`config.mk`:
```
export PLATFORM = sky130hd
export DESIGN_NAME = valet_dispatcher_flat
export DESIGN_NICKNAME = d
export VERILOG_FILES = /design/src/rtl/valet_pkg.sv /design/src/rtl/valet_dispatcher_if.sv /design/src/rtl/valet_req_fifo.sv /design/src/rtl/valet_dispatcher.sv /design/src/flat_wrapper.sv
export SDC_FILE = /design/constraint.sdc
export NUM_CORES = 1
export LEC_CHECK = 0
export ABC_CLOCK_PERIOD_IN_PS = 3900
export CAP_MARGIN = 20
export CORE_ASPECT_RATIO = 0.6
export CORE_MARGIN = 8
export CORE_UTILIZATION = 50
export CTS_BUF_LIST = sky130_fd_sc_hd__clkbuf_2
export CTS_CLUSTER_DIAMETER = 30
export DETAILED_ROUTE_END_ITERATION = 7
export PLACE_DENSITY = 0.81
export SYNTH_ARGS = -nofsm -noshare
export SYNTH_HDL_FRONTEND = slang
export SYNTH_HIERARCHICAL = 1
export SYNTH_SLANG_ARGS = --single-unit
```
`constraint.sdc`:
```
create_clock -name clk -period 3.9 [get_ports clk]
set_input_delay 0.78 -clock clk [delete_from_list [all_inputs] [get_ports clk]]
set_output_delay 0.78 -clock clk [all_outputs]
set_load 0.02 [all_outputs]
```
`src/rtl/valet_pkg.sv`:
```
`default_nettype none
// ----------------------------------------------------------------------------
// valet_pkg : shared types, constants and helpers for the valet dispatcher
// Rev 1.0
// ----------------------------------------------------------------------------
package valet_pkg;

  localparam int STAT_WIDTH = 16;

  typedef enum logic {
    OP_PARK     = 1'b0,
    OP_RETRIEVE = 1'b1
  } op_e;

  typedef enum logic [1:0] {
    IDLE    = 2'd0,
    ISSUE   = 2'd1,
    CAPTURE = 2'd2,
    RETURN  = 2'd3
  } disp_state_e;

  function automatic logic [STAT_WIDTH-1:0] sat_inc(input logic [STAT_WIDTH-1:0] v);
    return (v == {STAT_WIDTH{1'b1}}) ? v : v + STAT_WIDTH'(1);
  endfunction

endpackage
`default_nettype wire

```
`src/rtl/valet_dispatcher_if.sv`:
```
`default_nettype none
// ----------------------------------------------------------------------------
// valet_dispatcher_if : request, return, lot and status signals of the dispatcher
// Rev 1.0
// ----------------------------------------------------------------------------
interface valet_dispatcher_if
  import valet_pkg::*;
#(
  parameter int DATA_WIDTH = 16
) ();

  logic                  req_valid;
  logic                  req_ready;
  logic                  req_op;
  logic [DATA_WIDTH-1:0] req_tag;

  logic                  ret_valid;
  logic                  ret_ready;
  logic [DATA_WIDTH-1:0] ret_tag;

  logic                  lot_write_enable;
  logic                  lot_read_enable;
  logic [DATA_WIDTH-1:0] lot_data_in;
  logic [DATA_WIDTH-1:0] lot_data_out;
  logic                  lot_full;
  logic                  lot_empty;
  logic                  lot_cooldown_active;

  logic                  reject_pulse;
  logic                  stall_error;
  logic [STAT_WIDTH-1:0] stat_parks;
  logic [STAT_WIDTH-1:0] stat_retrieves;
  logic [STAT_WIDTH-1:0] stat_rejects;

  modport master (
    input  req_valid, req_op, req_tag, ret_ready,
    input  lot_data_out, lot_full, lot_empty, lot_cooldown_active,
    output req_ready, ret_valid, ret_tag,
    output lot_write_enable, lot_read_enable, lot_data_in,
    output reject_pulse, stall_error, stat_parks, stat_retrieves, stat_rejects
  );

  modport slave (
    output req_valid, req_op, req_tag, ret_ready,
    output lot_data_out, lot_full, lot_empty, lot_cooldown_active,
    input  req_ready, ret_valid, ret_tag,
    input  lot_write_enable, lot_read_enable, lot_data_in,
    input  reject_pulse, stall_error, stat_parks, stat_retrieves, stat_rejects
  );

endinterface
`default_nettype wire

```
`src/rtl/valet_req_fifo.sv`:
```
`default_nettype none
// ----------------------------------------------------------------------------
// valet_req_fifo : synchronous request FIFO; reset clears pointers only
// Rev 1.0
// ----------------------------------------------------------------------------
module valet_req_fifo #(
  parameter int WIDTH = 17,
  parameter int DEPTH = 4
) (
  input  logic             clk,
  input  logic             reset,
  input  logic             push_i,
  input  logic             pop_i,
  input  logic [WIDTH-1:0] data_i,
  output logic             full_o,
  output logic             empty_o,
  output logic [WIDTH-1:0] head_o
);

  localparam int PTR_W = $clog2(DEPTH);
  localparam int CNT_W = PTR_W + 1;

  logic [WIDTH-1:0] mem_q [DEPTH];
  logic [PTR_W-1:0] wr_ptr_q, wr_ptr_d;
  logic [PTR_W-1:0] rd_ptr_q, rd_ptr_d;
  logic [CNT_W-1:0] count_q, count_d;
  logic             w_push;
  logic             w_pop;

  assign full_o  = (count_q == CNT_W'(DEPTH));
  assign empty_o = (count_q == '0);
  assign head_o  = mem_q[rd_ptr_q];
  assign w_push  = push_i && !full_o;
  assign w_pop   = pop_i && !empty_o;

  // Power-of-two depth lets the pointers wrap naturally.
  always_comb begin
    wr_ptr_d = wr_ptr_q;
    rd_ptr_d = rd_ptr_q;
    count_d  = count_q;
    if (w_push) wr_ptr_d = wr_ptr_q + PTR_W'(1);
    if (w_pop)  rd_ptr_d = rd_ptr_q + PTR_W'(1);
    case ({w_push, w_pop})
      2'b10:   count_d = count_q + CNT_W'(1);
      2'b01:   count_d = count_q - CNT_W'(1);
      default: count_d = count_q;
    endcase
  end

  always_ff @(posedge clk or posedge reset) begin
    if (reset) begin
      wr_ptr_q <= '0;
      rd_ptr_q <= '0;
      count_q  <= '0;
    end else begin
      wr_ptr_q <= wr_ptr_d;
      rd_ptr_q <= rd_ptr_d;
      count_q  <= count_d;
    end
  end

  always_ff @(posedge clk) begin
    if (w_push) mem_q[wr_ptr_q] <= data_i;
  end

endmodule
`default_nettype wire

```
`src/rtl/valet_dispatcher.sv`:
```
`default_nettype none
// ----------------------------------------------------------------------------
// valet_dispatcher : buffers park/retrieve requests and strobes them into the LIFO lot
// Macro VALET_STATS_EN builds saturating park/retrieve/reject counters. Rev 1.0
// ----------------------------------------------------------------------------
module valet_dispatcher
  import valet_pkg::*;
#(
  parameter int DATA_WIDTH     = 16,
  parameter int REQ_DEPTH      = 4,
  parameter int TIMEOUT_CYCLES = 15
) (
  input  logic                clk,
  input  logic                reset,
  valet_dispatcher_if.master  dif
);

  localparam int                WAIT_W   = $clog2(TIMEOUT_CYCLES + 1);
  localparam logic [WAIT_W-1:0] WAIT_MAX = WAIT_W'(TIMEOUT_CYCLES);

  disp_state_e           state_q, state_d;
  logic [WAIT_W-1:0]     wait_q, wait_d;
  logic                  ret_valid_q, ret_valid_d;
  logic [DATA_WIDTH-1:0] ret_tag_q, ret_tag_d;
  logic                  stall_q, stall_d;

  logic                  w_fifo_full;
  logic                  w_fifo_empty;
  logic                  w_push;
  logic                  w_pop;
  logic [DATA_WIDTH:0]   w_head;
  op_e                   w_head_op;
  logic [DATA_WIDTH-1:0] w_head_tag;
  logic                  w_we;
  logic                  w_re;
  logic                  w_reject;

  // No bypass: a dequeue in the same cycle does not open a full FIFO.
  assign dif.req_ready = !w_fifo_full && !reset;
  assign w_push        = dif.req_valid && dif.req_ready;
  assign w_head_op     = op_e'(w_head[DATA_WIDTH]);
  assign w_head_tag    = w_head[DATA_WIDTH-1:0];

  valet_req_fifo #(
    .WIDTH (DATA_WIDTH + 1),
    .DEPTH (REQ_DEPTH)
  ) u_req_fifo (
    .clk     (clk),
    .reset   (reset),
    .push_i  (w_push),
    .pop_i   (w_pop),
    .data_i  ({dif.req_op, dif.req_tag}),
    .full_o  (w_fifo_full),
    .empty_o (w_fifo_empty),
    .head_o  (w_head)
  );

  always_comb begin
    state_d     = state_q;
    wait_d      = wait_q;
    ret_valid_d = ret_valid_q;
    ret_tag_d   = ret_tag_q;
    stall_d     = stall_q;
    w_we        = 1'b0;
    w_re        = 1'b0;
    w_reject    = 1'b0;
    w_pop       = 1'b0;
    case (state_q)
      IDLE: begin
        if (!w_fifo_empty) state_d = ISSUE;
      end
      ISSUE: begin
        // Lot capacity outranks the timeout, which outranks waiting out cooldown.
        if ((w_head_op == OP_PARK && dif.lot_full) ||
            (w_head_op == OP_RETRIEVE && dif.lot_empty)) begin
          w_reject = 1'b1;
          w_pop    = 1'b1;
          state_d  = IDLE;
        end else if (wait_q == WAIT_MAX) begin
          w_reject = 1'b1;
          w_pop    = 1'b1;
          stall_d  = 1'b1;
          state_d  = IDLE;
        end else if (dif.lot_cooldown_active) begin
          wait_d = wait_q + WAIT_W'(1);
        end else if (w_head_op == OP_PARK) begin
          w_we    = 1'b1;
          w_pop   = 1'b1;
          state_d = IDLE;
        end else begin
          w_re    = 1'b1;
          w_pop   = 1'b1;
          state_d = CAPTURE;
        end
        if (state_d != ISSUE) wait_d = '0;
      end
      CAPTURE: begin
        ret_tag_d   = dif.lot_data_out;
        ret_valid_d = 1'b1;
        state_d     = RETURN;
      end
      RETURN: begin
        if (dif.ret_ready) begin
          ret_valid_d = 1'b0;
          state_d     = IDLE;
        end
      end
      default: state_d = IDLE;
    endcase
  end

  always_ff @(posedge clk or posedge reset) begin
    if (reset) begin
      state_q     <= IDLE;
      wait_q      <= '0;
      ret_valid_q <= 1'b0;
      ret_tag_q   <= '0;
      stall_q     <= 1'b0;
    end else begin
      state_q     <= state_d;
      wait_q      <= wait_d;
      ret_valid_q <= ret_valid_d;
      ret_tag_q   <= ret_tag_d;
      stall_q     <= stall_d;
    end
  end

  assign dif.lot_write_enable = w_we;
  assign dif.lot_read_enable  = w_re;
  assign dif.lot_data_in      = w_we ? w_head_tag : '0;
  assign dif.reject_pulse     = w_reject;
  assign dif.stall_error      = stall_q;
  assign dif.ret_valid        = ret_valid_q;
  assign dif.ret_tag          = ret_tag_q;

`ifdef VALET_STATS_EN
  logic [STAT_WIDTH-1:0] parks_q, retrieves_q, rejects_q;

  always_ff @(posedge clk or posedge reset) begin
    if (reset) begin
      parks_q     <= '0;
      retrieves_q <= '0;
      rejects_q   <= '0;
    end else begin
      if (w_we)     parks_q     <= sat_inc(parks_q);
      if (w_re)     retrieves_q <= sat_inc(retrieves_q);
      if (w_reject) rejects_q   <= sat_inc(rejects_q);
    end
  end

  assign dif.stat_parks     = parks_q;
  assign dif.stat_retrieves = retrieves_q;
  assign dif.stat_rejects   = rejects_q;
`else
  assign dif.stat_parks     = '0;
  assign dif.stat_retrieves = '0;
  assign dif.stat_rejects   = '0;
`endif

endmodule
`default_nettype wire
```
`src/flat_wrapper.sv`:
```
// flat-port wrapper written by rule: the top's interface ports become plain ports
module valet_dispatcher_flat import valet_pkg::*;
#(
  parameter int DATA_WIDTH     = 16,
  parameter int REQ_DEPTH      = 4,
  parameter int TIMEOUT_CYCLES = 15
)
  (clk, reset, dif_req_valid, dif_req_op, dif_req_tag, dif_ret_ready, dif_lot_data_out, dif_lot_full, dif_lot_empty, dif_lot_cooldown_active, dif_req_ready, dif_ret_valid, dif_ret_tag, dif_lot_write_enable, dif_lot_read_enable, dif_lot_data_in, dif_reject_pulse, dif_stall_error, dif_stat_parks, dif_stat_retrieves, dif_stat_rejects);
  valet_dispatcher_if #(.DATA_WIDTH(DATA_WIDTH)) dif_i ();
  input  logic clk;
  input  logic reset;
  input wire logic [$bits(dif_i.req_valid)-1:0] dif_req_valid;
  input wire logic [$bits(dif_i.req_op)-1:0] dif_req_op;
  input wire logic [$bits(dif_i.req_tag)-1:0] dif_req_tag;
  input wire logic [$bits(dif_i.ret_ready)-1:0] dif_ret_ready;
  input wire logic [$bits(dif_i.lot_data_out)-1:0] dif_lot_data_out;
  input wire logic [$bits(dif_i.lot_full)-1:0] dif_lot_full;
  input wire logic [$bits(dif_i.lot_empty)-1:0] dif_lot_empty;
  input wire logic [$bits(dif_i.lot_cooldown_active)-1:0] dif_lot_cooldown_active;
  output wire logic [$bits(dif_i.req_ready)-1:0] dif_req_ready;
  output wire logic [$bits(dif_i.ret_valid)-1:0] dif_ret_valid;
  output wire logic [$bits(dif_i.ret_tag)-1:0] dif_ret_tag;
  output wire logic [$bits(dif_i.lot_write_enable)-1:0] dif_lot_write_enable;
  output wire logic [$bits(dif_i.lot_read_enable)-1:0] dif_lot_read_enable;
  output wire logic [$bits(dif_i.lot_data_in)-1:0] dif_lot_data_in;
  output wire logic [$bits(dif_i.reject_pulse)-1:0] dif_reject_pulse;
  output wire logic [$bits(dif_i.stall_error)-1:0] dif_stall_error;
  output wire logic [$bits(dif_i.stat_parks)-1:0] dif_stat_parks;
  output wire logic [$bits(dif_i.stat_retrieves)-1:0] dif_stat_retrieves;
  output wire logic [$bits(dif_i.stat_rejects)-1:0] dif_stat_rejects;
  assign dif_i.req_valid = dif_req_valid;
  assign dif_i.req_op = dif_req_op;
  assign dif_i.req_tag = dif_req_tag;
  assign dif_i.ret_ready = dif_ret_ready;
  assign dif_i.lot_data_out = dif_lot_data_out;
  assign dif_i.lot_full = dif_lot_full;
  assign dif_i.lot_empty = dif_lot_empty;
  assign dif_i.lot_cooldown_active = dif_lot_cooldown_active;
  assign dif_req_ready = dif_i.req_ready;
  assign dif_ret_valid = dif_i.ret_valid;
  assign dif_ret_tag = dif_i.ret_tag;
  assign dif_lot_write_enable = dif_i.lot_write_enable;
  assign dif_lot_read_enable = dif_i.lot_read_enable;
  assign dif_lot_data_in = dif_i.lot_data_in;
  assign dif_reject_pulse = dif_i.reject_pulse;
  assign dif_stall_error = dif_i.stall_error;
  assign dif_stat_parks = dif_i.stat_parks;
  assign dif_stat_retrieves = dif_i.stat_retrieves;
  assign dif_stat_rejects = dif_i.stat_rejects;
  valet_dispatcher #(.DATA_WIDTH(DATA_WIDTH), .REQ_DEPTH(REQ_DEPTH), .TIMEOUT_CYCLES(TIMEOUT_CYCLES)) u_core (.clk(clk), .reset(reset), .dif(dif_i));
endmodule
```
==> results.yml, run 1 <==
status:
  status: "completed"
critical_path:
  cp_num_buf_inv: 1
  rr_endpoint: "u_core/u_req_fifo/count_q[2]$_DFFE_PP0P_"
  slowest_stage: "clkdlybuf4s50_1"
  r2r_slack_ns: 1.03
  start_kind: "flop"
  max_stage_delay_ns: 0.60
  r2r-start: "u_core/u_req_fifo/rd_ptr_q[0]$_DFFE_PP0P_"
  cp_max_fo: 3
  cp_cell_sequence: "mux4_2 > mux2_2 > nor3_1 > and2_1 > clkdlybuf4s50_1"
  critical_path_class: "flop to primary output"
  cp.required_ns: 3.12
  critical_path_arrival_ns: 2.88
  cpLargestDelayFamily: "multiplexers"
  reg2reg_depth: 11
  endpoint_kind: "primary output"
  path_depth: 5
sta:
  slew_violations: 0
  period_needed_ns: 3.656
  max_freq_ghz: 0.2735
  slew_headroom_pct: 38.52
  min_period_over_period_pct: 93.74
  finalSetupViolCount: 0
  fin_tns_setup_ns: 0
  layout_setup_ws_ns: 0.2443
  hold_viol: 0
  rsz0062_at_grt: "false"
  skew_ns: 0.01269
  worstMarginPinSlew_ns: 0.9211
synthesis:
  synth.area.top_cells: "edfxtp_1 (45%), dfrtp_1 (17%), buf_4 (8.0%)"
  syn_avg_cell_area_sq_um: 16.18
  yosysTopAreaCell: "edfxtp_1"
  synth-seq-area-share_pct: 62.64
  syn_area_sq_um: 4498
  async_reset_ff_share_pct: 31.31
  synthCells: 278
  synth.distinct_cells: 41
  synth-edff-count: 68
  synth.most_common_cell: "edfxtp_1"
  synthFlopType: "edfxtp_1"
  ys_ff_latch: 99
  synthTopCellsByCount: "edfxtp_1 (68), buf_4 (48), dfrtp_1 (31)"
  synth_top_area_share_pct: 45.40
  yosys_warnings: 6
power:
  ir_worst_vdd_v: 0.0003538
  switching_share_pct: 33.80
  finalPower_mw: 3.316
  cellPowerDensity_nw_per_um2: 619.2
  p_clk_share_pct: 14.2
  power_frac_seq_pct: 44.6
  p_int_mw: 2.196
  p_sw_mw: 1.121
  p_leak_nw: 2.284
  p_comb_share_pct: 41.2
hold_path:
  hold_path_class: "input pin to asynchronous set/reset pin"
place:
  dp_slack_ns: 0.3082
  dp_cells: 465
  io_buffers: 77
  hpwlAfterDp_microns: 5936
  place_congestion: 0.7869
global_route:
  grt_antenna_before_repair: 0
  grt_pass1_vias: 2522
  grt.total_usage_pct: 13.70
  grt_pass1_wl_microns: 13210
  grt.overflow.total: 0
  grt_max_degree: 25
floorplan:
  ios: 126
  die_w_microns: 138.5
  coreArea_sq_um: 8621
  die_y_microns: 89.47
  die-area_sq_um: 12390
  start_util_pct: 52.18
  row_count: 26
clock_network:
  cts_root_buffer: "clkbuf_2"
  htree_levels: 3
  clock_latency_ns: 0.54
  clk_pin_slew_ns: 0.24
  cts_hold_buffers: 0
  cts_inserted_buffers: 9
  numClockSinks: 99
  cts_tree: "done"
  clock_path_buffers: 2
finish:
  nets: 412
  instances_no_fill: 483
  fin_util_pct: 62.13
  final_layout_size_suffix_gt1_share_pct: 20.00
  nFillCells: 657
  area_growth_pct: 19.08
job:
  drv_cap: 0
detailed_routing:
  drtIter0Drc: 120
  vias: 2304
  wire_per_inst_microns: 17.11
  drcViolationCount: 0
  drt-total-wl_microns: 8264
  drtAntennaViolNets: 0
  drt-pass1-iter-count: 4
  vias_per_cell: 4.770
## cell usage in the layout (no fill, tap or decap), drive strengths merged, types with 9 or more instances in the layout
cell and count:
edfxtp 68, clkdlybuf4s50 61, conb 48, dfrtp 31
and2 22, mux2 18, mux4 17, dlymetal6s2s 11
clkbuf 10, inv 9
## per-stage QoR
| stage | area, sq um | hold WS (ns) |
|---|---|---|
| after floorplan | 4674 | 0.4756 |
| after global placement | 5210 | 0.4614 |
| after detailed placement | 5210 | 0.4696 |
| after CTS | 5326 | 0.4597 |
| after global routing | 5354 | 0.4769 |
| final | 5356 | 0.5012 |
## worst reg2reg max path, stage by stage (launching register included)
cell	delay [ns]
dfrtp_1	0.42
mux4_2	0.54
mux2_2	0.30
nor2_1	0.06
a21oi_1	0.21
o31a_1	0.23
ha_1	0.20
inv_1	0.06
fa_1	0.39
xor2_1	0.15
nor2_1	0.12
xor2_1	0.15
## per-layer routing
| metal | share of wire [%] | track usage [%] |
|---|---|---|
| met4 | 0.85 | 3.824 |
| met2 | 48 | 21.83 |
| met1 | 43 | 16.72 |
| met3 | 8.9 | 6.207 |
| met5 | 0 | 0 |
## how the worst max path moves through the flow
stage | from | slack [ns] | to
after CTS | u_core/u_req_fifo/rd_ptr_q[0]$_DFFE_PP0P_ | 0.03 | dif_lot_data_in[6]
after global placement | dif_lot_cooldown_active | 0.34 | dif_lot_data_in[15]
after floorplan | u_core/u_req_fifo/rd_ptr_q[0]$_DFFE_PP0P_ | 0.92 | dif_lot_data_in[10]
after global routing | u_core/u_req_fifo/rd_ptr_q[0]$_DFFE_PP0P_ | 0.04 | dif_lot_read_enable
after detailed placement | dif_lot_cooldown_active | 0.31 | dif_lot_data_in[9]
final | u_core/u_req_fifo/rd_ptr_q[0]$_DFFE_PP0P_ | 0.24 | dif_lot_read_enable
## sequential cells by signal, indices dropped and copies added (netlist names), named ones only
signal,flops
u_core/dif.stall_error,1
u_core/dif.ret_tag,16
u_core/u_req_fifo/rd_ptr_q,2
u_core/u_req_fifo/mem_q,68
u_core/u_req_fifo/count_q,3
u_core/state_q,1
u_core/dif.ret_valid,1
u_core/wait_q,4
u_core/u_req_fifo/wr_ptr_q,2
## power by group through the flow
| stage | clock [mW] | combinational (mW) | sequential (mW) |
|---|---|---|---|
| detailed placement | 0 | 1.38 | 1.50 |
| CTS | 0.492 | 1.39 | 1.48 |
| floorplan | 0 | 0.872 | 1.59 |
| global placement | 0 | 1.35 | 1.49 |
| finish | 0.471 | 1.37 | 1.48 |
| global route | 0.537 | 1.48 | 1.51 |
## layout make-up
type | count | area [sq um] | share of cell area, %
Clock buffer | 10 | 50.05 | 0.9344
Clock inverter | 6 | 65.06 | 1.215
Timing Repair Buffer | 85 | 855.8 | 15.98
Multi-Input combinational cell | 162 | 1395 | 26.05
Antenna cell | 1 | 2.502 | 0.04672
Inverter | 8 | 30.03 | 0.5606
Sequential cell | 99 | 2818 | 52.60
Tap cell | 112 | 140.1 | 2.616
## what timing repair did
action                                  4_1_cts  5_1_grt
endpoints found under the setup margin       18       11
buffers inserted                              1        0
gates resized for setup                       7       11
## logic make-up (layout without fill, tap and decap cells)
group	Yosys count	after routing	synth area share, %
and+or+nand+nor	51	51	7.622
xor gates and xnor gates	6	6	1.169
other	1	49	0.08337
AOI/OAI and AO/OA	12	12	1.753
DFF	99	99	62.64
buffers and inverters	64	109	10.18
muxes	38	38	14.44
adders and majority gates	7	7	2.114
Note: power is estimated with default switching activity, not from simulation.
==> run 2, diff against run 1 <==
CORE_ASPECT_RATIO = 1.75   (was 0.6)
CTS_CLUSTER_SIZE = 25   (was default)
==> run 2 against run 1 <==
  * Final area down 1.1%
  * Critical endpoint is now dif_lot_data_in[5]
  * Clock-buffer cell count down 1
  * Combinational power about the same
  * Clock power down 14%
==> results.yml, run 2 (synthesis results as in run 1) <==
status:
  status: "completed"
critical_path:
  start_kind: "flop"
  cp-startpoint: "u_core/u_req_fifo/rd_ptr_q[0]$_DFFE_PP0P_"
  slowest_stage: "mux4_1"
  endpoint: "dif_lot_data_in[5]"
  r2r-start: "u_core/u_req_fifo/rd_ptr_q[0]$_DFFE_PP0P_"
  cp_max_fo: 14
  max_stage_delay_ns: 0.62
  reg2reg_depth: 11
  critical_path_arrival_ns: 2.89
  cp.required_ns: 3.12
  cp_cell_sequence: "mux4_1 > mux2_2 > nor4_4 > buf_6 > and2_2 > dlygate4sd2_1"
  r2r_slack_ns: 0.98
  critical_path_class: "flop to primary output"
  rr_endpoint: "u_core/u_req_fifo/count_q[2]$_DFFE_PP0P_"
  endpoint_kind: "primary output"
sta:
  rsz0062_at_grt: "false"
  max_freq_ghz: 0.2727
  fin_tns_setup_ns: 0
  hold_ws_ns: 0.4905
  min_period_over_period_pct: 94.03
  finalSetupViolCount: 0
  slew_headroom_pct: 37.88
  worstMarginPinSlew_ns: 0.9317
  slew_violations: 0
  layout_setup_ws_ns: 0.2329
  hold_viol: 0
  skew_ns: 0.01944
  period_needed_ns: 3.667
global_route:
  grt_max_degree: 25
  grt_pass1_vias: 2447
  grt_antenna_before_repair: 0
  grt_pass1_wl_microns: 12210
  grt.total_usage_pct: 13.22
  grt.overflow.total: 0
floorplan:
  ios: 126
  coreArea_sq_um: 8921
  row_count: 46
  die_w_microns: 87.70
  start_util_pct: 50.42
  die-area_sq_um: 12410
  die_y_microns: 141.5
detailed_routing:
  wire_per_inst_microns: 16.60
  drt-pass1-iter-count: 4
  drtAntennaViolNets: 0
  drcViolationCount: 0
  drt-total-wl_microns: 8115
  vias: 2361
  vias_per_cell: 4.828
  drtIter0Drc: 66
clock_network:
  htree_levels: 3
  numClockSinks: 99
  clock_latency_ns: 0.53
  clk_pin_slew_ns: 0.25
  cts_inserted_buffers: 9
  clock_path_buffers: 2
  cts_tree: "done"
  cts_root_buffer: "clkbuf_2"
finish:
  final_common_cell: "edfxtp_1"
  antenna_cells: 0
  final_cell_mix: "edfxtp_1 (68), clkdlybuf4s50_1 (59), conb_1 (48)"
  final_layout_size_suffix_gt1_share_pct: 19.51
  area_growth_pct: 17.77
  nets: 411
  top_register: "u_core/u_req_fifo/mem_q"
  largest_register_ffs: 68
hold_path:
  hold_path_class: "input pin to asynchronous set/reset pin"
power:
  cellPowerDensity_nw_per_um2: 610.2
  ir_worst_vdd_v: 0.0004016
  p_sw_mw: 1.116
  p_leak_nw: 2.166
  p_clk_share_pct: 12.6
  p_int_mw: 2.117
  power_frac_seq_pct: 45.7
  switching_share_pct: 34.52
  p_comb_share_pct: 41.7
place:
  place_congestion: 0.7747
  hpwlAfterDp_microns: 6090
  dp_slack_ns: 0.2736
  io_buffers: 77
job:
  drv_cap: 0
run 2: routing by layer:
| metal | global-route usage (%) | wire length, microns |
|---|---|---|
| met5 | 0 | 0 |
| met4 | 5.839 | 162 |
| met3 | 4.114 | 710 |
| met2 | 23.63 | 4403 |
| met1 | 13.46 | 2838 |
run 2: how the worst min path moves through the flow:
stage	startpoint	endpoint	slack (ns)	cells past startpoint
4_1_cts	reset	u_core/u_req_fifo/wr_ptr_q[0]$_DFFE_PP0P_	0.45	2
3_5_place_dp	u_core/dif.stall_error$_DFFE_PP0P_	u_core/dif.stall_error$_DFFE_PP0P_	0.46	1
2_1_floorplan	u_core/u_req_fifo/count_q[2]$_DFFE_PP0P_	u_core/u_req_fifo/count_q[2]$_DFFE_PP0P_	0.48	1
6_report	reset	u_core/u_req_fifo/count_q[1]$_DFFE_PP0P_	0.49	2
5_1_grt	reset	u_core/u_req_fifo/count_q[1]$_DFFE_PP0P_	0.43	2
3_3_place_gp	u_core/dif.stall_error$_DFFE_PP0P_	u_core/dif.stall_error$_DFFE_PP0P_	0.46	1
run 2: worst max-delay path, delay by kind of cell, from the launching register on:
family	cells	cell delay, ns
mux	2	0.97
simple gates	2	0.42
flops	1	0.42
buf+inv	2	0.56
run 2: cell type report:
| class | instances | area [sq um] |
|---|---|---|
| multi-input combinational | 162 | 1399 |
| clock buffer | 9 | 45.04 |
| tap | 120 | 150.1 |
| inverter | 8 | 30.03 |
| clock inverter | 7 | 43.79 |
| timing repair buffer | 84 | 812.0 |
| fill | 715 | 3623 |
| sequential | 99 | 2818 |
run 2: repair_timing:
item / CTS / global route
endpoints found under the setup margin: 16 / 2
resized for setup: 17 / 2
hold buffers: 0 / 0
buffers inserted: 0 / 0
gates cloned: 0 / 0
run 2: power groups by stage:
stage	logic, mW	clock network (mW)	registers [mW]
5_1_grt	1.45	0.470	1.51
6_report	1.35	0.406	1.48
2_1_floorplan	0.872	0	1.59
3_3_place_gp	1.36	0	1.49
3_5_place_dp	1.39	0	1.51
4_1_cts	1.38	0.429	1.48
run 2: stage by stage:
step	util (%)	cells	power [mW]	instance area (sq um)
after floorplan	-	325	2.458	4674
after global placement	58.51	473	2.855	5220
after detailed placement	58.51	473	2.892	5220
after CTS	59.33	489	3.284	5293
after global routing	59.38	489	3.428	5298
final	59.38	489	3.233	5298
